--- src/rtl/shadow_unload.sv ---
// Drains CHAINS serial shadow chains one at a time into WORD_W-bit words queued in a FWFT FIFO.
// Optional watchdog enabled by defining SHADOW_UNLOAD_TIMEOUT_EN.
module shadow_unload #(
    parameter int CHAINS     = 4,
    parameter int WORD_W     = 32,
    parameter int FIFO_DEPTH = 8,
    parameter int TIMEOUT    = 1024
) (
    input  logic              clk,
    input  logic              rst,
    input  logic              start,
    output logic [CHAINS-1:0] dump_en,
    input  logic [CHAINS-1:0] chains_in,
    input  logic [CHAINS-1:0] chains_in_vld,
    input  logic [CHAINS-1:0] chains_in_done,
    output logic [WORD_W-1:0] word_out,
    output logic [4:0]        word_chain,
    output logic              word_last,
    output logic              word_vld,
    input  logic              word_rdy,
    output logic              busy,
    output logic              done,
    output logic              err
);

    localparam int AW = $clog2(FIFO_DEPTH);
    localparam int CW = AW + 1;
    localparam int BW = $clog2(WORD_W);

    if (CHAINS < 1 || CHAINS > 32 || WORD_W < 8 || WORD_W > 64 || FIFO_DEPTH < 2 ||
        (FIFO_DEPTH & (FIFO_DEPTH - 1)) != 0 || TIMEOUT < 1) begin : g_param_check
        $error("shadow_unload: parameter out of range");
    end

    typedef enum logic [1:0] {
        IDLE  = 2'd0,
        DUMP  = 2'd1,
        FLUSH = 2'd2,
        FIN   = 2'd3
    } state_t;

    state_t              state_r, state_n;
    logic [4:0]          k_r, k_n;
    logic [BW-1:0]       bitcnt_r, bitcnt_n;
    logic [WORD_W-1:0]   word_r, word_n, word_set_s;
    logic [CHAINS-1:0]   dump_en_r, dump_en_n;
    logic                busy_r, done_r;

    logic                sel_bit_s, sel_vld_s, sel_done_s;
    logic                en_s, take_s, fin_s, tmo_hit_s;
    logic                push_s, push_last_s, pop_s;
    logic [WORD_W-1:0]   push_word_s;

    logic [WORD_W-1:0]   mem_word [FIFO_DEPTH];
    logic [4:0]          mem_chain[FIFO_DEPTH];
    logic                mem_last [FIFO_DEPTH];
    logic [AW-1:0]       wr_ptr_r, rd_ptr_r;
    logic [CW-1:0]       count_r, count_n;
    logic                vld_r;

    // Pick the serial inputs of the chain currently being drained.
    always_comb begin
        sel_bit_s  = 1'b0;
        sel_vld_s  = 1'b0;
        sel_done_s = 1'b0;
        for (int i = 0; i < CHAINS; i++) begin
            sel_bit_s  = (k_r == 5'(i)) ? chains_in[i]      : sel_bit_s;
            sel_vld_s  = (k_r == 5'(i)) ? chains_in_vld[i]  : sel_vld_s;
            sel_done_s = (k_r == 5'(i)) ? chains_in_done[i] : sel_done_s;
        end
    end

    // dump_en_r only ever carries the bit of chain k while in DUMP with room in the FIFO.
    assign en_s   = |dump_en_r;
    assign take_s = en_s & sel_vld_s;
    assign fin_s  = en_s & sel_done_s;
    assign pop_s  = vld_r & word_rdy;

    // Shift word with the incoming bit merged at position bitcnt.
    always_comb begin
        word_set_s           = word_r;
        word_set_s[bitcnt_r] = sel_bit_s;
    end

`ifdef SHADOW_UNLOAD_TIMEOUT_EN
    localparam int TW = $clog2(TIMEOUT + 1);
    logic [TW-1:0] tmo_r;
    logic          idle_s;
    logic          err_r;

    assign idle_s    = en_s & ~sel_vld_s & ~sel_done_s;
    assign tmo_hit_s = idle_s && (tmo_r == TW'(TIMEOUT - 1));
    assign err       = err_r;

    // Watchdog: consecutive enabled DUMP cycles without any chain activity; backpressure holds it.
    always_ff @(posedge clk or negedge rst) begin
        if (!rst) begin
            tmo_r <= '0;
            err_r <= 1'b0;
        end else begin
            err_r <= err_r | tmo_hit_s;
            if (state_r != DUMP || tmo_hit_s) begin
                tmo_r <= '0;
            end else if (idle_s) begin
                tmo_r <= tmo_r + TW'(1);
            end else if (en_s) begin
                tmo_r <= '0;
            end else begin
                tmo_r <= tmo_r;
            end
        end
    end
`else
    assign tmo_hit_s = 1'b0;
    assign err       = 1'b0;
`endif

    // Next-state, deserializer and push control.
    always_comb begin
        state_n     = state_r;
        k_n         = k_r;
        bitcnt_n    = bitcnt_r;
        word_n      = word_r;
        push_s      = 1'b0;
        push_last_s = 1'b0;
        push_word_s = word_r;
        case (state_r)
            IDLE: begin
                if (start) begin
                    state_n  = DUMP;
                    k_n      = 5'd0;
                    bitcnt_n = '0;
                    word_n   = '0;
                end else begin
                    state_n = IDLE;
                end
            end
            DUMP: begin
                if (take_s) begin
                    if (bitcnt_r == BW'(WORD_W - 1)) begin
                        push_s      = 1'b1;
                        push_word_s = word_set_s;
                        word_n      = '0;
                        bitcnt_n    = '0;
                    end else begin
                        word_n   = word_set_s;
                        bitcnt_n = bitcnt_r + BW'(1);
                    end
                end else begin
                    word_n = word_r;
                end
                if (fin_s || tmo_hit_s) begin
                    state_n = FLUSH;
                end else begin
                    state_n = DUMP;
                end
            end
            FLUSH: begin
                // Unwritten bits are already zero, so an empty word flushes as all zeros.
                push_s      = 1'b1;
                push_last_s = 1'b1;
                push_word_s = word_r;
                word_n      = '0;
                bitcnt_n    = '0;
                if (k_r == 5'(CHAINS - 1)) begin
                    state_n = FIN;
                end else begin
                    k_n     = k_r + 5'd1;
                    state_n = DUMP;
                end
            end
            FIN: begin
                state_n = IDLE;
            end
            default: begin
                state_n = IDLE;
            end
        endcase
    end

    assign count_n = count_r + {{AW{1'b0}}, push_s} - {{AW{1'b0}}, pop_s};

    // Enable the next cycle's chain only if two words can still land (full word plus flush word).
    always_comb begin
        dump_en_n = '0;
        if (state_n == DUMP && count_n <= CW'(FIFO_DEPTH - 2)) begin
            for (int i = 0; i < CHAINS; i++) begin
                dump_en_n[i] = (k_n == 5'(i));
            end
        end else begin
            dump_en_n = '0;
        end
    end

    // Control state and registered status outputs.
    always_ff @(posedge clk or negedge rst) begin
        if (!rst) begin
            state_r   <= IDLE;
            k_r       <= 5'd0;
            bitcnt_r  <= '0;
            word_r    <= '0;
            dump_en_r <= '0;
            busy_r    <= 1'b0;
            done_r    <= 1'b0;
        end else begin
            state_r   <= state_n;
            k_r       <= k_n;
            bitcnt_r  <= bitcnt_n;
            word_r    <= word_n;
            dump_en_r <= dump_en_n;
            busy_r    <= (state_n != IDLE);
            done_r    <= (state_n == FIN);
        end
    end

    // FIFO pointers and occupancy.
    always_ff @(posedge clk or negedge rst) begin
        if (!rst) begin
            wr_ptr_r <= '0;
            rd_ptr_r <= '0;
            count_r  <= '0;
            vld_r    <= 1'b0;
        end else begin
            wr_ptr_r <= push_s ? wr_ptr_r + AW'(1) : wr_ptr_r;
            rd_ptr_r <= pop_s  ? rd_ptr_r + AW'(1) : rd_ptr_r;
            count_r  <= count_n;
            vld_r    <= (count_n != '0);
        end
    end

    // FIFO storage; contents are masked at the output while empty.
    always_ff @(posedge clk) begin
        if (push_s) begin
            mem_word[wr_ptr_r]  <= push_word_s;
            mem_chain[wr_ptr_r] <= k_r;
            mem_last[wr_ptr_r]  <= push_last_s;
        end
    end

    assign dump_en    = dump_en_r;
    assign busy       = busy_r;
    assign done       = done_r;
    assign word_vld   = vld_r;
    assign word_out   = vld_r ? mem_word[rd_ptr_r]  : '0;
    assign word_chain = vld_r ? mem_chain[rd_ptr_r] : 5'd0;
    assign word_last  = vld_r ? mem_last[rd_ptr_r]  : 1'b0;

endmodule

--- config.mk ---
export PLATFORM = sky130hd
export DESIGN_NAME = shadow_unload
export DESIGN_NICKNAME = d
export VERILOG_FILES = /design/src/rtl/shadow_unload.sv
export SDC_FILE = /design/constraint.sdc
export NUM_CORES = 1
export LEC_CHECK = 0
export ABC_AREA = 0
export ABC_CLOCK_PERIOD_IN_PS = 13300
export BUFFER_PORTS_ARGS = -buffer_cell sky130_fd_sc_hd__buf_2
export CORE_MARGIN = 2
export CORE_UTILIZATION = 36
export DETAILED_ROUTE_END_ITERATION = 16
export HOLD_SLACK_MARGIN = 0.15
export PLACE_DENSITY = 0.54
export SYNTH_ARGS = -nofsm -noshare
export SYNTH_HDL_FRONTEND = slang
export SYNTH_SLANG_ARGS = --single-unit
--- constraint.sdc ---
create_clock -name clk -period 13.3 [get_ports clk]
set_input_delay 2.66 -clock clk [delete_from_list [all_inputs] [get_ports clk]]
set_output_delay 2.66 -clock clk [all_outputs]
set_load 0.02 [all_outputs]
# Yosys cells after proc, flatten, opt, wreduce, memory -nomap -nowiden
# Memory sizes are Yosys's and may differ from the RTL's.
# Index checks and enable logic that the tools add are counted.
[word_totals]
regBits = 61
ramBits = 304
in_bits = 16
output_inout_bits = 46
elab_cells = 93
n_memories = 3
[mem_list]
columns = ["memory", "depth", "word_bits", "rd", "rd_clocked_by_memory_dff", "write_ports", "line_no", "rtl"]
rows = [
  ["mem_word", 8, 32, 1, 0, 1, "54", "logic [WORD_W-1:0] mem_word [FIFO_DEPTH];"],
  ["mem_chain", 8, 5, 1, 0, 1, "55", "logic [4:0] mem_chain[FIFO_DEPTH];"],
  ["mem_last", 8, 1, 1, 0, 1, "56", "logic mem_last [FIFO_DEPTH];"],
]
[classes]
addsub = 6
n_lt_le_gt_ge = 3
eq_ne = 14
muxes = 43
n_bitwise = 3
reduce_logical = 10
[ops]
columns = ["cell", "n"]
rows = [
  ["32-bit 2-to-1 mux", 7],
  ["32-bit case mux with 3 select lines", 1],
  ["32-bit bitwise mux", 1],
  ["5-bit 2-to-1 mux", 6],
  ["5-bit by 2-bit == test with 1-bit output, second input constant", 4],
  ["1-bit 2-to-1 mux", 20],
  ["5-bit case mux with 3 select lines", 1],
  ["5-bit by 1-bit adder with 5-bit output, second input constant", 2],
  ["5-bit by 1-bit == test with 1-bit output, second input constant", 2],
  ["5-bit zero test", 2],
  ["5-bit case mux with 2 select lines", 1],
  ["2-bit case mux with 4 select lines", 1],
  ["3-bit by 1-bit adder with 3-bit output, second input constant", 2],
  ["2-bit == test, second input constant", 3],
  ["5-bit by 6-bit less-than comparator with 1-bit output, second input constant", 1],
  ["1-bit demux with 5-bit select", 1],
  ["5-bit == test, second input constant", 1],
  ["5-bit by 1-bit >= comparator with 1-bit output, second input constant", 1],
  ["4-bit by 1-bit adder with 4-bit output", 1],
  ["2-bit by 1-bit == test with 1-bit output, second input constant", 2],
  ["4-bit by 3-bit <= comparator with 1-bit output, second input constant", 1],
  ["2-bit 2-to-1 mux", 2],
  ["4-bit 2-to-1 mux", 1],
  ["2-bit != test, second input constant", 2],
  ["other kinds (10)", 13],
]

# Logic depth before layout (Yosys ltp)
# Gate-level depths: netlist of run 1.
[depth]
word_depth = 13
ltp_mapped = 16
ltp_nobuf = 15

# Worst setup path before layout of run 1
# No wires, ideal clock.
[synth_path]
path_type = "input port to flip-flop"
start = "in chains_in_vld[0]"
end = "mem mem_chain[0][0] (enable)"
setup_ns = 0.528
arrival_time_ns = 7.379
required_time_ns = 12.772
slack_ns = 5.393
cell_stages = 6
n_path_buf = 1
path_cell_list = "nand3b_1 -> a211o_1 -> a211oi_4 -> buf_6 -> nor2_1 -> nor4_1"
[synth_between]
elab_chain_cells = 9
[synth_rtl]
columns = ["element", "line_no", "rtl"]
rows = [
  ["from (decl)", "14", "input logic [CHAINS-1:0] chains_in_vld,"],
  ["1-bit 2-to-1 mux (4 in a row)", "68", "sel_vld_s = (k_r == 5'(i)) ? chains_in_vld[i] : sel_vld_s;"],
  ["1-bit AND", "75", "assign take_s = en_s & sel_vld_s;"],
  ["1-bit 2-to-1 mux", "139", "if (take_s) begin"],
  ["1-bit case mux with 2 select lines", "127", "case (state_r)"],
  ["1-bit 2-to-1 mux", "233", "if (push_s) begin"],
  ["1-bit 2-to-1 mux (implied by the code)", "235", "mem_chain[wr_ptr_r] <= k_r;"],
  ["to (decl)", "55", ""],
]
# No other way between the ends.

# Worst setup path after layout of run 1
[layout_path]
start = "reg rd_ptr_r[0]"
end = "out word_out[31]"
[layout_between]
elab_chain_cells = 2
[layout_rtl]
columns = ["element", "line_no", "rtl"]
rows = [
  ["from (decl)", "57", "logic [AW-1:0] wr_ptr_r, rd_ptr_r;"],
  ["from (signal assigned)", "225", "rd_ptr_r <= pop_s ? rd_ptr_r + AW'(1) : rd_ptr_r;"],
  ["memory 8 x 32 bit", "-", ""],
  ["32-bit 2-to-1 mux", "244", "assign word_out = vld_r ? mem_word[rd_ptr_r] : '0;"],
  ["to (decl)", "16", "output logic [WORD_W-1:0] word_out,"],
]
# No other way between the ends.

==> results.md, run 1 <==
- Status: finished, final reports clean
- DIE AREA: 45,280 sq um
- H-tree Lvls: 2
- Kind of end point of the critical path: output pin
- Critical Path AT: 3400 ps
- Leading area contributor after synthesis: edfxtp_1
- Post-synth EDFFs: 304
- CTS tree: done
- Cell Area, Placed: 16,700 sq um
- Drt total wl: roughly 35,000 microns
- Clock sinks: ~370
- Post-Syn Area: 15,690 sq um
- Root buf cell: clkbuf_16
- Die Width: 212.8 microns
- Fin nets: 1,025
- Top post-synthesis cells by area: edfxtp_1 (58%), mux4_2 (11%), dfrtp_1 (9.7%), mux2i_1 (2.6%), mux2_1 (2.0%)
- Synth Register Bits: 365
- Cell Count, Final, Fillers Out: 1,602
- Layout cells sized above 1: 23.89%
- Inst Count DP: 1,534
- Post-Synthesis Cells: 931
- Tot GR Track Use: 16.06%
- Slew Limit Fails: 0
- Routed WL per cell: about 22 microns
- Die Y: 212.8 microns
- Slowest CP cell: dfrtp_4
- CP peak stage delay: 870 ps
- Avg Inst Size Synth: 16.86 sq um
- Uppermost layer routed: met4
- Syn nets: 966
- Crit Path Class: flip-flop to output pin
- RSZ-0062 raised after global routing: false
- Sequential fraction of the synthesis area: 67.90%
- CORE AREA: 43,080 sq um
- Worst setup SP type: flip-flop
- Total number of vias: 8,378
- Ant diodes: 0
- GRT overflow: 0
- Largest net degree at the start of global routing: 62
- DR DRC count: 0
- Crit path time final: 6057 ps
- Netlist cell types: 55
- Area grow syn2layout: 14.42%
- Leakage: 0.006037 uW
- Most common cell after layout, fill and taps aside: edfxtp_1
- First-pass GRT wire length: 54,630 microns
- Final Power: 3440 uW
- Final setup fails: 0
- Min-Delay Path Class: flip-flop to flip-flop
- DRT antenna net count: 0
- CP Data Required Time: 10,640 ps
- Post-detail-place hpwl: 19,630 microns
- Most frequent cells in the layout: edfxtp_1 (304), mux4_2 (76), buf_2 (60)
- Final worst slack: 7243 ps
- Setup Slack @ Placement: ~7500 ps
- Top cell type's share of synthesized area: 58.17%
- Port bufs: 60
- Max VDD drop: 0.1077 mV
- Met2 Wirelength: 17,110 microns
- Achievable Freq: 0.1651 GHz
- Ports: 62
- Met1 wire length: 16,180 microns
- Fill cells: 3,873
- Cts hold-fix bufs: 0
- Fin. Hold Viols: 0
- Setup TNS Final: 0 ps
- CP Cell Sequence: buf_4, mux4_2, mux2i_1, nor2b_1, buf_2
- Post-CTS Setup Bufs: 0
- Initial core utilization: a little over a third
- Actual slew at the worst max-slew pin: 1177 ps
- Main synth FF type: edfxtp_1
- Crit share post-route: 45.54%
- Vias in the first global route: 8,985
- Vias/cell: between 5 and 6
- Final Skew: 11.45 ps
- Clk slew on worst S/H paths: around 60 ps
- Cell row count: 76
- Starting DRT DRC Count: 540
- Cts repair resizes: 0
- Worst slew margin: 21.43%
- Maxcap violations: 0
- Placer congestion estimate: around 0.75
- Worst skew pair latency: roughly 530 ps
- Cell area after layout: 17,950 sq um
- Critical path peak fanout: 47
- Cell Pwr Density: 191.6 nW/um^2
- Number of antenna violations at the first check in global routing: 0
- CTS buffer count: 39
- Yosys warns: 0
- Async SR Flop Fraction: 16.71%
- Clk buf depth: 3
- Met3 routed WL: 1487 microns
- Drt pass-1 iters: 6
## worst max-delay path: cells and delay by family, from the launching register on
family / cells / cell delay (ps)
multiplexers: 2 / 880
flip-flops: 1 / 870
AND/OR/NAND/NOR: 1 / 70
buffers and inverters: 2 / 1030
## worst paths after layout
check | startpoint | to | cells past startpoint | slack, ps
setup / recovery | rd_ptr_r[0]$_DFFE_PN0P_ | word_out[31] | 5 | 7240
setup reg to reg | k_r[0]$_DFF_PN0_ | dump_en[0]$_DFF_PN0_ | 15 | 8890
min in group asynchronous | rst | word_r[13]$_DFFE_PN0P_ | 2 | 2340
hold / removal | word_r[6]$_DFFE_PN0P_ | word_r[6]$_DFFE_PN0P_ | 1 | 500
max in group asynchronous | rst | rd_ptr_r[0]$_DFFE_PN0P_ | 2 | 10310
hold reg to reg | word_r[6]$_DFFE_PN0P_ | word_r[6]$_DFFE_PN0P_ | 1 | 500
## sequential cells by signal, indices dropped and copies added (netlist names)
| register | count |
|---|---|
| state_r | 2 |
| dump_en | 4 |
| busy | 1 |
| word_r | 32 |
| count_r | 4 |
| mem_last | 8 |
| mem_chain | 40 |
| word_vld | 1 |
| bitcnt_r | 5 |
| mem_word | 256 |
| wr_ptr_r | 3 |
| k_r | 5 |
| rd_ptr_r | 3 |
| done | 1 |
## Yosys cell counts (all sizes together) (8+ instances only)
cell,count
edfxtp,304
mux4,76
dfrtp,61
nand2,51
nor2b,46
clkbuf,43
mux2i,41
mux2,36
nor2,34
a22o,31
o221ai,30
buf,24
inv,23
ha,18
nor3,17
o21ai,14
nand2b,11
a21oi,8
## through the flow
step                util (%)  hold slack, ps
CTS                    41.68           498.9
global route           41.68           508.3
finish                 41.68           497.7
floorplan                  -           460.3
detailed placement     38.77           477.4
global placement       38.77           479.1
## layer usage
metal | global-route usage (%) | vias up
met5 | 0 | -
met4 | 3.689 | 0
met3 | 2.692 | 40
met2 | 26.38 | 173
met1 | 22.48 | 4386
li1 | - | 3779
## report_power, final
| part | switching, uW | total [uW] | internal [uW] |
|---|---|---|---|
| clock network | 428 | 1060 | 632 |
| logic | 584 | 990 | 406 |
| registers | 96.2 | 1390 | 1290 |
| total | 1110 | 3440 | 2330 |
## logic make-up (layout without fill, tap and decap cells)
family,Yosys count,in the layout,synth area share (%)
adder cells (fa/ha/maj),19,19,1.563
XOR/XNOR,8,8,0.4465
flip-flops,365,365,67.90
multiplexers,153,153,16.11
AND/OR/NAND/NOR,185,185,5.940
other,1,1,0.02390
buffers and inverters,90,176,2.416
AO/OA/AOI/OAI,110,110,5.605
## final cells by class
type	instances	area [sq um]	area share [%]
inverter	23	86.33	0.4808
clock buffer	52	1086	6.049
clock inverter	16	170.2	0.9477
multi-input combinational	476	4728	26.33
tap	585	732.0	4.077
timing repair buffer	85	488.0	2.718
sequential	365	10660	59.39
(Power assumes the default switching activity.)
==> run 2: changes to the inputs <==
--- a/config.mk
+++ b/config.mk
@@ -6,13 +6,13 @@
 export NUM_CORES = 1
 export LEC_CHECK = 0
 export ABC_AREA = 0
-export ABC_CLOCK_PERIOD_IN_PS = 13300
+export ABC_CLOCK_PERIOD_IN_PS = 5200
 export BUFFER_PORTS_ARGS = -buffer_cell sky130_fd_sc_hd__buf_2
 export CORE_MARGIN = 2
 export CORE_UTILIZATION = 36
 export DETAILED_ROUTE_END_ITERATION = 16
 export HOLD_SLACK_MARGIN = 0.15
-export PLACE_DENSITY = 0.54
+export PLACE_DENSITY = 0.56
 export SYNTH_ARGS = -nofsm -noshare
 export SYNTH_HDL_FRONTEND = slang
 export SYNTH_SLANG_ARGS = --single-unit
==> constraint.sdc (replaced) <==
create_clock -name clk -period 5.2 [get_ports clk]
set_input_delay 1.04 -clock clk [delete_from_list [all_inputs] [get_ports clk]]
set_output_delay 1.04 -clock clk [all_outputs]
set_load 0.02 [all_outputs]
==> run 2 against run 1 <==
Effect of this change:
- combinational power rose by 150%
- sequential power rose to 2.6 times the previous value
- non-clock buffer count grew 3
- largest cell class unchanged
==> results.md, run 2 (synthesis results as in run 1) <==
- Cts repair resizes: 0 (unchanged)
- Clock sinks: 365 (unchanged)
- Placer congestion estimate: 0.7525 (-0.30%)
- Port bufs: 60 (unchanged)
- Min-Delay Path Class: flip-flop to flip-flop
- Clk slew on worst S/H paths: 60 ps (about the same)
- Achievable Freq: 0.2544 GHz
- First-pass GRT wire length: 52,920 microns (-3.1%)
- Crit path time final: a little under 4000 ps
- RSZ-0062 raised after global routing: false
- Leakage: 0.006021 uW (-0.25%)
- Cell Pwr Density: 490.5 nW/um^2 (+160%)
- Vias/cell: 5.195 (-0.67%)
- Worst setup SP type: flip-flop
- Slew Limit Fails: 0 (unchanged)
- Crit Path Class: flip-flop to output pin
- Total number of vias: 8,332 (-0.55%)
- Largest register by flop count: mem_word
- Critical Path AT: 2890 ps (-510 ps)
- Initial core utilization: 36.43% (unchanged)
- CP Cell Sequence: buf_4, mux4_2, mux2i_1, nor2b_1, buf_2
- Starting DRT DRC Count: 635 (+18%)
- Most common cell after layout, fill and taps aside: edfxtp_1
- Most frequent cells in the layout: edfxtp_1 (304), mux4_2 (76), buf_2 (60)
- Number of antenna violations at the first check in global routing: 0 (unchanged)
- Hold slack: 495.3 ps (-2.373 ps)
- Critical path peak fanout: 30 (-36%)
- CTS tree: done
- Worst slew margin: 25.57% (+4.1 points)
- Vias in the first global route: 8,536 (-5.0%)
- Routed WL per cell: 21.66 microns (-1.7%)
- Final core occ: 41.64% (-0.044 points)
- Tot GR Track Use: 15.65% (-0.41 points)
- Final Skew: 23.26 ps (+11.82 ps)
- Kind of end point of the critical path: output pin
- Die Width: 212.8 microns (unchanged)
- Die Y: 212.8 microns (unchanged)
- CP Data Required Time: 4160 ps (-6480 ps)
- Crit share post-route: 75.59%
- Worst skew pair latency: 530 ps (about the same)
- Biggest regs: mem_word (256), mem_chain (40), word_r (32)
- Final setup fails: 0 (unchanged)
- Fin. Hold Viols: 0 (unchanged)
- Ant diodes: 0 (unchanged)
- H-tree Lvls: 2 (unchanged)
- Layout cells sized above 1: 23.55% (-0.34 points)
- Max FFs per register: 256 (unchanged)
- Clk buf depth: 3 (unchanged)
- Ports: 62 (unchanged)
- Fin nets: 1,027 (+0.20%)
- Actual slew at the worst max-slew pin: 1116 ps (-60.79 ps)
- GRT overflow: 0 (unchanged)
- Slowest CP cell: dfrtp_4
- Drt pass-1 iters: 4 (-2)
- DIE AREA: 45,280 sq um (unchanged)
- Max VDD drop: 0.2346 mV (+120%)
- Maxcap violations: 0 (unchanged)
- Status: finished, final reports clean
- DR DRC count: 0 (unchanged)
- DRT antenna net count: 0 (unchanged)
- Drt total wl: 34,750 microns (-1.5%)
- Largest net degree at the start of global routing: 48 (-23%)
- CP peak stage delay: 850 ps (-20 ps)
- Area grow syn2layout: 14.30%
- Post-detail-place hpwl: 19,680 microns (+0.23%)
- Root buf cell: clkbuf_16
- CTS buffer count: 38 (-2.6%)
- Cell row count: 76 (unchanged)
- Cts hold-fix bufs: 0 (unchanged)
- CORE AREA: 43,080 sq um (unchanged)
- Post-CTS Setup Bufs: 0 (unchanged)
## run 2: changes by cell type in the layout (fill, tap and decap cells not counted), sizes merged
cell,previous run,this run
clkinv,11,14
bufinv,3,4
clkbuf,52,46
clkinvlp,1,2
buf,85,88
## run 2: metrics by stage
step | TNS, ps | total power [uW] | std cells | setup WS (ps) | instance area, sq um
2_1_floorplan | -85260 | 5441 | 931 | -1087 | 15690
3_3_place_gp | 0 | 6216 | 1537 | 1399 | 16720
3_5_place_dp | 0 | 6222 | 1537 | 1278 | 16720
4_1_cts | 0 | 8933 | 1604 | 1155 | 17940
5_1_grt | 0 | 9250 | 1604 | 937.3 | 17940
6_report | 0 | 8798 | 1604 | 1270 | 17940
## run 2: area by class of cell
type                    instances  area [sq um]
clock buffers                  46          1012
clock inverters                21         202.7
fillers                      3877         25140
inverters                      23         86.33
multi-input cells             476          4728
flip-flops and latches        365         10660
well taps                     585         732.0
repair buffers                 88         510.5
## run 2: critical path, delay by kind of cell (launching register included)
family / cells / cell delay (ps)
and+or+nand+nor: 1 / 90
DFF: 1 / 850
muxes: 2 / 800
buffers and inverters: 2 / 610
## run 2: worst paths after layout
kind	slack, ps	start	endpoint	cells after the start
max	1270	rd_ptr_r[0]$_DFFE_PN0P_	word_out[4]	5
min	500	word_r[7]$_DFFE_PN0P_	word_r[7]$_DFFE_PN0P_	1
max reg2reg	1280	k_r[0]$_DFF_PN0_	dump_en[3]$_DFF_PN0_	14
min reg2reg	500	word_r[7]$_DFFE_PN0P_	word_r[7]$_DFFE_PN0P_	1
max in group asynchronous	3670	rst	rd_ptr_r[2]$_DFFE_PN0P_	2
min in group asynchronous	570	rst	word_r[9]$_DFFE_PN0P_	1
## run 2: where the power goes
group	internal (uW)	switching [uW]
Combinational	1060	1410
Sequential	3310	341
Clock	1580	1110
Total	5940	2860
## run 2: routing by layer
metal / global-route usage (%) / part of all wire (%) / wire length [microns]
met5: 0 / 0 / 0
met4: 4.895 / 2.6 / 888
met3: 2.530 / 3.6 / 1261
met1: 21.65 / 46 / 15860
met2: 25.46 / 48 / 16740
